**src/rtl/jug_fault_filter_pkg.sv**
```systemverilog
// ----------------------------------------------------------------------------
// jug_fault_filter_pkg
// Shared definitions for the judgement-result fault filter:
//   - state_t   : filter FSM state encoding (3 bits)
//   - TYPE_LO/HI: bit positions inside fault_type
//   - type_bits : packs the two raw judgement bits into fault_type layout
// ----------------------------------------------------------------------------
package jug_fault_filter_pkg;

   typedef enum logic [2:0] {
      ST_IDLE    = 3'd0,
      ST_NORMAL  = 3'd1,
      ST_CONFIRM = 3'd2,
      ST_FAULT   = 3'd3,
      ST_RECOVER = 3'd4
   } state_t;

   localparam int TYPE_LO = 0;
   localparam int TYPE_HI = 1;

   function automatic logic [1:0] type_bits(input logic lo, input logic hi);
      logic [1:0] t;
      t          = 2'b00;
      t[TYPE_LO] = lo;
      t[TYPE_HI] = hi;
      return t;
   endfunction

endpackage

```
**src/rtl/jug_fault_filter_if.sv**
```systemverilog
// ----------------------------------------------------------------------------
// jug_fault_filter_if
// Bundles the judgement inputs and fault status outputs of one channel.
//   master : judge/host side (drives enable, strobe, judgement bits, clear)
//   slave  : filter side (drives fault status, count and debug state)
//
// Handshake: sample_vld is a one-cycle strobe qualifying jug_result_lo/hi in
// the same cycle. There is no ready; the filter accepts every strobe.
// fault_clr is a one-cycle pulse with the same no-backpressure semantics.
// ----------------------------------------------------------------------------
interface jug_fault_filter_if #(
   parameter int CNT_W = 16
);
   import jug_fault_filter_pkg::*;

   logic             chn_dgd_en;
   logic             sample_vld;
   logic             jug_result_lo;
   logic             jug_result_hi;
   logic             fault_clr;
   logic             fault_flag;
   logic [1:0]       fault_type;
   logic             fault_pulse;
   logic [CNT_W-1:0] flt_cnt;
   state_t           dbg_state;

   modport master (
      output chn_dgd_en, sample_vld, jug_result_lo, jug_result_hi, fault_clr,
      input  fault_flag, fault_type, fault_pulse, flt_cnt, dbg_state
   );

   modport slave (
      input  chn_dgd_en, sample_vld, jug_result_lo, jug_result_hi, fault_clr,
      output fault_flag, fault_type, fault_pulse, flt_cnt, dbg_state
   );

endinterface

```
**src/rtl/jug_fault_filter.sv**
```systemverilog
// ----------------------------------------------------------------------------
// jug_fault_filter
// Debounces per-channel low/high threshold judgement bits and reports a
// confirmed fault with its type. The fault is released after CLR_CNT
// consecutive normal samples, or, with LATCH_EN = 1, only by fault_clr.
// Ports:
//   clk_sys   : system clock
//   rst_sys_n : asynchronous active-low reset
//   bus       : jug_fault_filter_if.slave (inputs, fault status, debug state)
// All outputs are registered.
// ----------------------------------------------------------------------------
module jug_fault_filter
   import jug_fault_filter_pkg::*;
#(
   parameter int               CNT_W    = 16,
   parameter logic [CNT_W-1:0] SET_CNT  = 16'd8,
   parameter logic [CNT_W-1:0] CLR_CNT  = 16'd16,
   parameter logic             LATCH_EN = 1'b0
) (
   input logic               clk_sys,
   input logic               rst_sys_n,
   jug_fault_filter_if.slave bus
);

   state_t           state_q;
   logic             flag_q;
   logic [1:0]       type_q;
   logic [1:0]       pend_q;
   logic             pulse_q;
   logic [CNT_W-1:0] cnt_q;

   logic             raw;
   logic [1:0]       bits;
   logic [CNT_W-1:0] cnt_d;

   assign raw   = bus.jug_result_lo | bus.jug_result_hi;
   assign bits  = type_bits(bus.jug_result_lo, bus.jug_result_hi);
   assign cnt_d = cnt_q + 1'b1;

   always_ff @(posedge clk_sys or negedge rst_sys_n) begin
      if (!rst_sys_n) begin
         state_q <= ST_IDLE;
         flag_q  <= 1'b0;
         type_q  <= 2'b00;
         pend_q  <= 2'b00;
         pulse_q <= 1'b0;
         cnt_q   <= '0;
      end else begin
         pulse_q <= 1'b0;
         if (!bus.chn_dgd_en) begin
            // Disable overrides clear and samples in every state.
            state_q <= ST_IDLE;
            flag_q  <= 1'b0;
            type_q  <= 2'b00;
            pend_q  <= 2'b00;
            cnt_q   <= '0;
         end else begin
            case (state_q)
               ST_IDLE: begin
                  // The enabling cycle only arms the filter; its sample is dropped.
                  state_q <= ST_NORMAL;
               end
               ST_NORMAL: begin
                  if (bus.sample_vld && raw) begin
                     state_q <= ST_CONFIRM;
                     cnt_q   <= {{(CNT_W-1){1'b0}}, 1'b1};
                     pend_q  <= bits;
                  end
               end
               ST_CONFIRM: begin
                  if (bus.sample_vld) begin
                     if (raw) begin
                        if (cnt_d == SET_CNT) begin
                           state_q <= ST_FAULT;
                           cnt_q   <= '0;
                           flag_q  <= 1'b1;
                           type_q  <= pend_q | bits;
                           pend_q  <= 2'b00;
                           pulse_q <= 1'b1;
                        end else begin
                           cnt_q  <= cnt_d;
                           pend_q <= pend_q | bits;
                        end
                     end else begin
                        state_q <= ST_NORMAL;
                        cnt_q   <= '0;
                        pend_q  <= 2'b00;
                     end
                  end
               end
               ST_FAULT: begin
                  if (LATCH_EN && bus.fault_clr) begin
                     // Clear wins over a coincident sample, which is discarded.
                     state_q <= ST_NORMAL;
                     flag_q  <= 1'b0;
                     type_q  <= 2'b00;
                     cnt_q   <= '0;
                  end else if (bus.sample_vld) begin
                     if (raw) begin
                        type_q <= type_q | bits;
                     end else if (!LATCH_EN) begin
                        state_q <= ST_RECOVER;
                        cnt_q   <= {{(CNT_W-1){1'b0}}, 1'b1};
                     end
                  end
               end
               ST_RECOVER: begin
                  if (bus.sample_vld) begin
                     if (raw) begin
                        state_q <= ST_FAULT;
                        cnt_q   <= '0;
                        type_q  <= type_q | bits;
                     end else if (cnt_d == CLR_CNT) begin
                        state_q <= ST_NORMAL;
                        flag_q  <= 1'b0;
                        type_q  <= 2'b00;
                        cnt_q   <= '0;
                     end else begin
                        cnt_q <= cnt_d;
                     end
                  end
               end
               default: begin
                  state_q <= ST_IDLE;
                  flag_q  <= 1'b0;
                  type_q  <= 2'b00;
                  pend_q  <= 2'b00;
                  cnt_q   <= '0;
               end
            endcase
         end
      end
   end

   assign bus.fault_flag  = flag_q;
   assign bus.fault_type  = type_q;
   assign bus.fault_pulse = pulse_q;
   assign bus.flt_cnt     = cnt_q;
   assign bus.dbg_state   = state_q;

endmodule
```
**src/flat_wrapper.sv**
```systemverilog
// flat-port wrapper written by rule: the top's interface ports become plain ports
module jug_fault_filter_flat import jug_fault_filter_pkg::*;
#(
   parameter int               CNT_W    = 16,
   parameter logic [CNT_W-1:0] SET_CNT  = 16'd8,
   parameter logic [CNT_W-1:0] CLR_CNT  = 16'd16,
   parameter logic             LATCH_EN = 1'b0
)
  (clk_sys, rst_sys_n, bus_chn_dgd_en, bus_sample_vld, bus_jug_result_lo, bus_jug_result_hi, bus_fault_clr, bus_fault_flag, bus_fault_type, bus_fault_pulse, bus_flt_cnt, bus_dbg_state);
  jug_fault_filter_if #(.CNT_W(CNT_W)) bus_i ();
  input logic clk_sys;
  input logic rst_sys_n;
  input wire logic [$bits(bus_i.chn_dgd_en)-1:0] bus_chn_dgd_en;
  input wire logic [$bits(bus_i.sample_vld)-1:0] bus_sample_vld;
  input wire logic [$bits(bus_i.jug_result_lo)-1:0] bus_jug_result_lo;
  input wire logic [$bits(bus_i.jug_result_hi)-1:0] bus_jug_result_hi;
  input wire logic [$bits(bus_i.fault_clr)-1:0] bus_fault_clr;
  output wire logic [$bits(bus_i.fault_flag)-1:0] bus_fault_flag;
  output wire logic [$bits(bus_i.fault_type)-1:0] bus_fault_type;
  output wire logic [$bits(bus_i.fault_pulse)-1:0] bus_fault_pulse;
  output wire logic [$bits(bus_i.flt_cnt)-1:0] bus_flt_cnt;
  output wire logic [$bits(bus_i.dbg_state)-1:0] bus_dbg_state;
  assign bus_i.chn_dgd_en = bus_chn_dgd_en;
  assign bus_i.sample_vld = bus_sample_vld;
  assign bus_i.jug_result_lo = bus_jug_result_lo;
  assign bus_i.jug_result_hi = bus_jug_result_hi;
  assign bus_i.fault_clr = bus_fault_clr;
  assign bus_fault_flag = bus_i.fault_flag;
  assign bus_fault_type = bus_i.fault_type;
  assign bus_fault_pulse = bus_i.fault_pulse;
  assign bus_flt_cnt = bus_i.flt_cnt;
  assign bus_dbg_state = bus_i.dbg_state;
  jug_fault_filter #(.CNT_W(CNT_W), .SET_CNT(SET_CNT), .CLR_CNT(CLR_CNT), .LATCH_EN(LATCH_EN)) u_core (.clk_sys(clk_sys), .rst_sys_n(rst_sys_n), .bus(bus_i));
endmodule
```
**config.mk**
```make
export PLATFORM = sky130hd
export DESIGN_NAME = jug_fault_filter_flat
export DESIGN_NICKNAME = d
export VERILOG_FILES = /design/src/rtl/jug_fault_filter_pkg.sv /design/src/rtl/jug_fault_filter_if.sv /design/src/rtl/jug_fault_filter.sv /design/src/flat_wrapper.sv
export SDC_FILE = /design/constraint.sdc
export NUM_CORES = 1
export LEC_CHECK = 0
export CORE_MARGIN = 2
export CORE_UTILIZATION = 40
export DETAILED_ROUTE_END_ITERATION = 6
export DONT_BUFFER_PORTS = 1
export SLEW_MARGIN = 20
export SYNTH_ARGS = -nofsm -noshare
export SYNTH_HDL_FRONTEND = slang
export SYNTH_SLANG_ARGS = --single-unit
export TNS_END_PERCENT = 5
```
**constraint.sdc**
```tcl
create_clock -name clk_sys -period 2.4 [get_ports clk_sys]
set_input_delay 0.48 -clock clk_sys [delete_from_list [all_inputs] [get_ports clk_sys]]
set_output_delay 0.48 -clock clk_sys [all_outputs]
set_load 0.01 [all_outputs]
```
## After elaboration in Yosys (flattened, before gate mapping)

Index checks and enable logic that the tools add are counted.

- Add/sub/neg operators: 1
- $mul: 0
- Div/mod/pow operators: 0
- $lt $le $gt $ge: 0
- Equal/unequal tests: 22
- Shifts and indexed selects: 0
- Mux-type cells: 51
- Bitwise logic cells: 3
- Reduce and logical (&&, ||, !) cells: 10

Operator list:

| kind | count |
|---|---|
| 2-to-1 mux 16 bit | 10 |
| one-hot mux 16 bit (5 select lines) | 1 |
| 2-to-1 mux 3 bit | 10 |
| 2-to-1 mux 2 bit | 14 |
| adder 16 x 1 -> 16 bit (second input constant) | 1 |
| == test 16 x 4 -> 1 bit (second input constant) | 1 |
| == test 16 x 5 -> 1 bit (second input constant) | 1 |
| inequality test 3 x 2 -> 1 bit (second input constant) | 5 |
| inequality test 3 bit (second input constant) | 5 |
| one-hot mux 3 bit (5 select lines) | 1 |
| AND reduction 7 bit | 2 |
| 2-to-1 mux 1 bit | 12 |
| inequality test 2 bit (second input constant) | 4 |
| one-hot mux 2 bit (4 select lines) | 1 |
| AND reduction 8 bit | 1 |
| == test 3 x 2 -> 1 bit (second input constant) | 2 |
| one-hot mux 2 bit (3 select lines) | 1 |
| AND reduction 6 bit | 1 |
| OR reduction 3 bit | 2 |
| inequality test 4 x 2 -> 1 bit (second input constant) | 1 |
| inequality test 4 bit (second input constant) | 1 |
| bitwise OR 2 bit | 2 |
| == test 3 x 1 -> 1 bit (second input constant) | 1 |
| == test 3 bit (second input constant) | 1 |
| other kinds (6) | 6 |

- Flip-flop bits (word level): 25
- Latch bits: 0
- RAM bits: 0
- Bits in read-only memories: 0
- Memories: 0

## Logic depth before layout (Yosys ltp)

Gate-level depths: netlist (run 1).

- Depth in word-level cells: 7
- Mapped depth: 11
- Mapped depth without buffers: 9

## Worst setup path before layout (run 1)

OpenSTA, ideal clock, no wires.

- Kind: reg-to-reg
- From: register u_core.cnt_q[0] (netlist: u_core.bus.flt_cnt[0])
- To: register u_core.cnt_q[1] (netlist: u_core.bus.flt_cnt[1])
- Library setup time: 121 ps
- Data arrival time: 2518 ps
- Data required time: 2279 ps
- Path slack: -239 ps
- Stages on the path, launching flop included: 10
- Path buffers: 1
- Cell sequence: dfrtp_1 -> ha_1 -> nand3_1 -> or4_4 -> o31ai_2 -> o21ai_2 -> nor3_4 -> o22ai_4 -> buf_6 -> a22o_1

- Longest elaborated chain between the ends: 7
- Elaborated cells between the ends (all ways): 11
- Classes of those cells: 1 x add/sub; 2 x eq/ne; 8 x mux

Ends and longest elaborated chain:

| what | RTL line | text |
|---|---|---|
| from (decl) | jug_fault_filter.sv:30 | `logic [CNT_W-1:0] cnt_q;` |
| from (signal assigned) | jug_fault_filter.sv:66 | `cnt_q <= {{(CNT_W-1){1'b0}}, 1'b1};` |
| from (signal assigned) | jug_fault_filter.sv:81 | `cnt_q <= cnt_d;` |
| from (signal assigned) | jug_fault_filter.sv:103 | `cnt_q <= {{(CNT_W-1){1'b0}}, 1'b1};` |
| adder 16 x 1 -> 16 bit * | jug_fault_filter.sv:38 | `assign cnt_d = cnt_q + 1'b1;` |
| == test 16 x 5 -> 1 bit / == test 16 x 4 -> 1 bit (equally long branches) | jug_fault_filter.sv:113, jug_fault_filter.sv:73 |  |
| 2-to-1 mux 16 bit, on equally long branches | jug_fault_filter.sv:113, jug_fault_filter.sv:73 |  |
| 2-to-1 mux 16 bit, on equally long branches | jug_fault_filter.sv:109, jug_fault_filter.sv:72 |  |
| 2-to-1 mux 16 bit, on equally long branches | jug_fault_filter.sv:108, jug_fault_filter.sv:71 |  |
| one-hot mux 16 bit (5 select lines) * | jug_fault_filter.sv:58 | `case (state_q)` |
| 2-to-1 mux 16 bit * | jug_fault_filter.sv:50 | `if (!bus.chn_dgd_en) begin` |

Every way passes the cells marked *; elsewhere a longest branch is shown, timed or not. The select of a mux whose other input is x is not followed.
A chain may end at the register's enable or synchronous reset.

## Worst setup path in the final report (run 1)

- From: register u_core.cnt_q[10] (netlist: u_core.bus.flt_cnt[10])
- To: register u_core.type_q[0] (netlist: u_core.bus.fault_type[0])

- Longest elaborated chain between the ends: 4
- Elaborated cells between the ends (all ways): 6
- Classes of those cells: 1 x add/sub; 4 x eq/ne; 1 x reduce/logical

Ends and longest elaborated chain:

| what | RTL line | text |
|---|---|---|
| adder 16 x 1 -> 16 bit * | jug_fault_filter.sv:38 |  |
| == test 16 x 5 -> 1 bit / == test 16 x 4 -> 1 bit (equally long branches) | jug_fault_filter.sv:113, jug_fault_filter.sv:73 |  |
| inequality test 4 x 2 -> 1 bit (no line) / inequality test 3 x 2 -> 1 bit (equally long branches) | -- |  |
| AND reduction 8 bit (no line) * | -- |  |
| to (signal assigned) | jug_fault_filter.sv:77 | `type_q <= pend_q \| bits;` |
| to (signal assigned) | jug_fault_filter.sv:100 | `type_q <= type_q \| bits;` |
| to (signal assigned) | jug_fault_filter.sv:112 | `type_q <= type_q \| bits;` |
| to (decl) | jug_fault_filter.sv:27 | `logic [1:0] type_q;` |

Every way passes the cells marked *; elsewhere a longest branch is shown, timed or not.

==> results.json, run 1 <==
{
  "outcome": "complete, but fails checks",
  "violations": "negative setup slack",
  "io_pins": 30,
  "final_common_cell": "buf_4",
  "critPathMaxStageDelay_ns": 0.43,
  "vdd_drop_max_mv": 0.2317,
  "portBuffers": 0,
  "path_buf_inv": 1,
  "worst-slew-pin-transition_ns": 0.5748,
  "hold_ws_ns": 0.008024,
  "grt_use_total": 0.2167,
  "grt_busiest_layer": "met2",
  "grt_pass1_wl_um": 9501,
  "grt_util_met3": 0.03614,
  "min_period_ns": 2.540,
  "ant_nets": 0,
  "clockBufferDepth": 2,
  "grt_pass1_vias": 1952,
  "synth_seq_cells": 25,
  "grt_util_met2": 0.3431,
  "synth_top_cell_by_area": "dfrtp_1",
  "dieArea_um2": 5666,
  "min_path_type": "input port to async pin",
  "synth_cells": 250,
  "vias_per_cell": 5.740,
  "setup_viol": 17,
  "powerDensity_nw_per_um2": 412.4,
  "yosys-top-cells-area": "dfrtp_1 (31%), a21oi_1 (5.4%), nor2_1 (5.0%), nand2_1 (4.6%), o21ai_0 (3.7%)",
  "htreeDepth": 1,
  "drc": 0,
  "placed_area_um2": 2504,
  "clock-skew-final_ns": 0.004721,
  "slew_viol_final": 0,
  "path_delay_family": "compound AO/OA/AOI/OAI gates",
  "leakage_nw": 1.178,
  "synth_cell_types": 58,
  "finalCritPeriodShare": 1.058,
  "crit_arrival_ns": 2.76,
  "dieHeight_um": 75.28,
  "synth_top_area_share": 0.3079,
  "via_count": 2164,
  "path_cells": "or3b_1 > a211o_1 > a21oi_2 > nand4_4 > buf_6 > o41ai_4 > o211ai_1 > nor2_1 > o221a_1",
  "rows": 25,
  "maxCapViolations": 0,
  "cts_buffers": 3,
  "drtIter0Drc": 182,
  "start_util": 0.4218,
  "syn_nets": 259,
  "cts_root_buffer": "clkbuf_8",
  "fin_ws_ns": -0.1401,
  "rsz0062_at_grt": "yes",
  "avgSynthCellArea_um2": 8.128,
  "worst-setup-path-type": "flip-flop to flip-flop",
  "end_kind": "flip-flop",
  "grt_antenna_before_repair": 0,
  "cts_sinks": 25,
  "design_area_um2": 2759,
  "crit_fanout": 5,
  "clk_latency_ns": 0.27,
  "slew_headroom": 0.6154,
  "routed_wl_um": 5897,
  "core-area_um2": 4817,
  "die_w_um": 75.28,
  "insertedDiodeCount": 0,
  "ys_seq_area_frac": 0.3079,
  "grt_use_met1": 0.3096,
  "fin_total_pwr_mw": 1.138,
  "fmax_ghz": 0.3937,
  "final_cell_mix": "buf_4 (70), nor2_1 (27), nand2_1 (25), a21oi_1 (22), dfrtp_1 (20)",
  "synth-main-ff-cell": "dfrtp_1",
  "hold_viol_final": 0,
  "syn2layout_area_growth_pct": 35.78,
  "cts_tree": "built",
  "synth_edf_count": 0,
  "wire_per_inst_um": 15.64,
  "clk_pin_slew_worst_paths_ns": 0.10,
  "synthArstFlopShare": 1.000,
  "synth-warning-count": 0,
  "synthesis.area_um2": 2032,
  "cp-start-kind": "flip-flop",
  "num-nets-final": 320,
  "gr-total-overflow": 0,
  "layout-drive-gt1-share": 0.3419,
  "crit_slowest_cell": "dfrtp_1",
  "dr.pass1.iters": 4,
  "grt_max_degree": 26,
  "required_ns": 2.62,
  "post-place-ws_ns": -0.2023,
  "gp_congestion": 0.7840,
  "hpwl_um": 3998
}
[worst reg2reg max path, cell delays in order (launching register included)]
cell and delay, ns:
dfrtp_1 0.43, or3b_1 0.40, a211o_1 0.30, a21oi_2 0.19, nand4_4 0.15, buf_6 0.16
o41ai_4 0.28, o211ai_1 0.22, nor2_1 0.16, o221a_1 0.18
[cell type report]
class | count | area [um^2]
flip-flops and latches | 25 | 631.9
clock inverters | 1 | 5.005
inverters | 3 | 11.26
multi-input cells | 203 | 1395
well taps | 67 | 83.83
fillers | 436 | 2058
repair buffers | 75 | 590.6
clock buffers | 3 | 41.29
[what timing repair did]
item	CTS	global route
cloned	1	0
hold endpoints to repair	25	0
pin swaps	9	8
hold buffers	1	0
setup endpoints to repair	22	24
resized for setup	14	9
buffers inserted	9	1
[power breakdown]
| part | switching, mW | internal (mW) | total (mW) |
|---|---|---|---|
| clock network | 0.152 | 0.117 | 0.269 |
| registers | 0.0243 | 0.443 | 0.468 |
| logic | 0.231 | 0.170 | 0.401 |
[registers in the layout (all words and copies together) (netlist names)]
register and count:
u_core.bus.flt_cnt 16, u_core.bus.fault_pulse 1, u_core.bus.fault_flag 1, u_core.bus.dbg_state 3
u_core.bus.fault_type 2, u_core.pend_q 2
[metal layers]
layer,vias up,wire [um]
met5,-,0
met4,0,44
met3,4,390
met2,75,2696
met1,1022,2766
li1,1063,-
[Yosys cell counts (4+ instances only)]
master / instances
nor2_1: 27
dfrtp_1: 25
nand2_1: 25
a21oi_1: 22
o21ai_0: 15
nand3_1: 13
a31oi_1: 11
clkbuf_1: 11
nand2b_1: 9
nor3_1: 7
and4_1: 5
a22o_1: 4
and2_1: 4
buf_6: 4
xnor2_1: 4
[through the flow]
| stage | util | instances | TNS [ns] |
|---|---|---|---|
| global route | 0.5727 | 377 | -3.747 |
| floorplan | - | 250 | -0.01012 |
| detailed placement | 0.5197 | 361 | -2.717 |
| global placement | 0.5197 | 361 | -2.194 |
| finish | 0.5727 | 377 | -1.014 |
| CTS | 0.5647 | 376 | -0.8953 |
[cells by family (layout without fill, tap and decap cells)]
group                    after synthesis  in the layout  synth area share
AO/OA/AOI/OAI                         80             81            0.2722
XOR/XNOR                               4              4           0.01724
adder cells (fa/ha/maj)                2              2           0.01231
buffers and inverters                 23             82           0.06342
flip-flops                            25             25            0.3079
multiplexers                           3              3           0.01478
AND/OR/NAND/NOR                      113            113            0.3122
[worst paths after layout]
kind	start	end	slack, ns	cells after the start
setup / recovery	u_core.bus.flt_cnt[10]	u_core.bus.fault_type[0]	-0.14	9
hold / removal	rst_sys_n	u_core.bus.flt_cnt[3]	0.008	1
setup reg to reg	u_core.bus.flt_cnt[10]	u_core.bus.fault_type[0]	-0.14	9
hold reg to reg	u_core.pend_q[0]	u_core.pend_q[0]	0.55	1
max in group asynchronous	rst_sys_n	u_core.bus.flt_cnt[0]	2.22	1
min in group clk_sys	bus_chn_dgd_en	u_core.bus.fault_flag	0.30	2
Note: power is estimated with default switching activity, not from simulation.
==> run 2, diff against run 1 <==
- CAP_MARGIN: unset -> 40
- HOLD_SLACK_MARGIN: unset -> 0.1
==> results.json, run 2 (same netlist as run 1, synthesis figures left out) <==
{
  "clock-skew-final_ns": 0.003767,
  "min_from": "bus_chn_dgd_en",
  "syn2layout_area_growth_pct": 36.27,
  "final_common_cell": "buf_4",
  "crit_arrival_ns": 2.75,
  "crit_fanout": 5,
  "placed_area_um2": 2504,
  "gr-total-overflow": 0,
  "hpwl_um": 3998,
  "tns_ns": -0.9602,
  "largest_register_ff_count": 16,
  "maxCapViolations": 0,
  "vias_per_cell": 5.714,
  "r2r_start": "u_core.bus.flt_cnt[10]",
  "drc": 0,
  "min_path_type": "input port to flip-flop",
  "worst-slew-pin-transition_ns": 0.5903,
  "cp-start-kind": "flip-flop",
  "die_w_um": 75.28,
  "post-place-ws_ns": -0.2023,
  "start_util": 0.4218,
  "powerDensity_nw_per_um2": 410.9,
  "dr.pass1.iters": 4,
  "drtIter0Drc": 150,
  "htreeDepth": 1,
  "clk_latency_ns": 0.27,
  "cts_root_buffer": "clkbuf_8",
  "reg2reg_slack_ns": -0.13,
  "slew_viol_final": 0,
  "rows": 25,
  "ff2ff_path_depth": 9,
  "multi_input_area_um2": 1395,
  "final_cell_mix": "buf_4 (70), nor2_1 (27), nand2_1 (25), a21oi_1 (22), dfrtp_1 (20)",
  "layout.area.seq_um2": 631.9,
  "fillCellCount": 433,
  "min_period_ns": 2.532,
  "cts_tree": "built",
  "ant_nets": 0,
  "wire_per_inst_um": 15.66,
  "portBuffers": 0,
  "fin_total_pwr_mw": 1.138,
  "fmax_ghz": 0.3950,
  "grt_max_degree": 26,
  "vdd_drop_max_mv": 0.2300,
  "grt_pass1_vias": 1960,
  "cts_sinks": 25,
  "min_to": "u_core.bus.fault_flag",
  "utilization": 0.5748,
  "hold_depth": 2,
  "grt_antenna_before_repair": 0,
  "layout-drive-gt1-share": 0.3408,
  "rsz0062_at_grt": "yes",
  "r2r-end": "u_core.bus.fault_type[0]",
  "hold_viol_final": 0,
  "io_pins": 30,
  "fin_ws_ns": -0.1315,
  "leakage_nw": 1.182,
  "violations": "negative setup slack",
  "required_ns": 2.62,
  "insertedDiodeCount": 0,
  "grt_pass1_wl_um": 9515,
  "slew_headroom": 0.6050,
  "gp_congestion": 0.7840,
  "finalCritPeriodShare": 1.055,
  "routed_wl_um": 5919,
  "design_area_um2": 2769,
  "core-area_um2": 4817,
  "dieArea_um2": 5666,
  "setup_viol": 17,
  "end_kind": "flip-flop",
  "clk_pin_slew_worst_paths_ns": 0.10,
  "grt_use_total": 0.2172,
  "dieHeight_um": 75.28,
  "worst-setup-path-type": "flip-flop to flip-flop",
  "num-nets-final": 321,
  "cts_buffers": 3,
  "outcome": "complete, but fails checks",
  "clockBufferDepth": 2,
  "via_count": 2160
}
-- run 2: changes by cell type in the layout (fill, tap and decap cells not counted) --
cell / delta
dlygate4sd3_1: +1
-- run 2: metrics by stage --
stage / instances / hold WS (ns)
after floorplan: 250 / 0.1844
after global placement: 361 / 0.1851
after detailed placement: 361 / 0.1853
after CTS: 377 / 0.2983
after global routing: 378 / 0.2976
final: 378 / 0.3079
-- run 2: layout make-up --
type                            instances  area share
Clock inverter                          1    0.001807
Tap cell                               67     0.03028
Clock buffer                            3     0.01491
Timing Repair Buffer                   76      0.2169
Sequential cell                        25      0.2282
Multi-Input combinational cell        203      0.5038
Inverter                                3    0.004067
-- run 2: layer usage --
metal  track usage  part of all wire  up-vias
li1              -                 -     1062
met1        0.3080              0.49     1050
met2        0.3470              0.47       44
met3       0.03614             0.038        4
met4       0.05068            0.0074        0
met5             0                 0        -
-- run 2: worst max path at each step --
stage / start / end / slack (ns) / cells past startpoint
5_1_grt: u_core.bus.flt_cnt[0] / u_core.bus.flt_cnt[7] / -0.26 / 12
2_1_floorplan: u_core.bus.flt_cnt[9] / u_core.bus.flt_cnt[1] / -0.01 / 9
4_1_cts: u_core.bus.flt_cnt[0] / u_core.bus.fault_type[0] / -0.13 / 10
3_3_place_gp: u_core.bus.flt_cnt[0] / u_core.bus.flt_cnt[12] / -0.18 / 10
3_5_place_dp: u_core.bus.flt_cnt[0] / u_core.bus.flt_cnt[1] / -0.20 / 9
6_report: u_core.bus.flt_cnt[10] / u_core.bus.fault_type[0] / -0.13 / 9
-- run 2: worst max-delay path, stage by stage, from the launching register on --
cell,delay (ns)
dfrtp_1,0.43
or3b_1,0.40
a211o_1,0.30
a21oi_2,0.19
nand4_4,0.15
buf_6,0.16
o41ai_4,0.28
o211ai_1,0.22
nor2_1,0.16
o221a_1,0.18
-- run 2: where the power goes --
| group | switching [mW] | internal [mW] | total [mW] |
|---|---|---|---|
| sequential | 0.0245 | 0.443 | 0.468 |
| combinational | 0.234 | 0.171 | 0.405 |
| clock | 0.149 | 0.116 | 0.265 |
| total | 0.407 | 0.731 | 1.14 |
-- run 2: what timing repair did --
item / in CTS / in global routing
endpoints found under the hold margin: 25 / 0
pin swaps: 9 / 8
setup buffers: 9 / 1
setup endpoints to repair: 22 / 24
gates cloned: 1 / 0
hold buffers: 2 / 0
gates resized for setup: 14 / 9
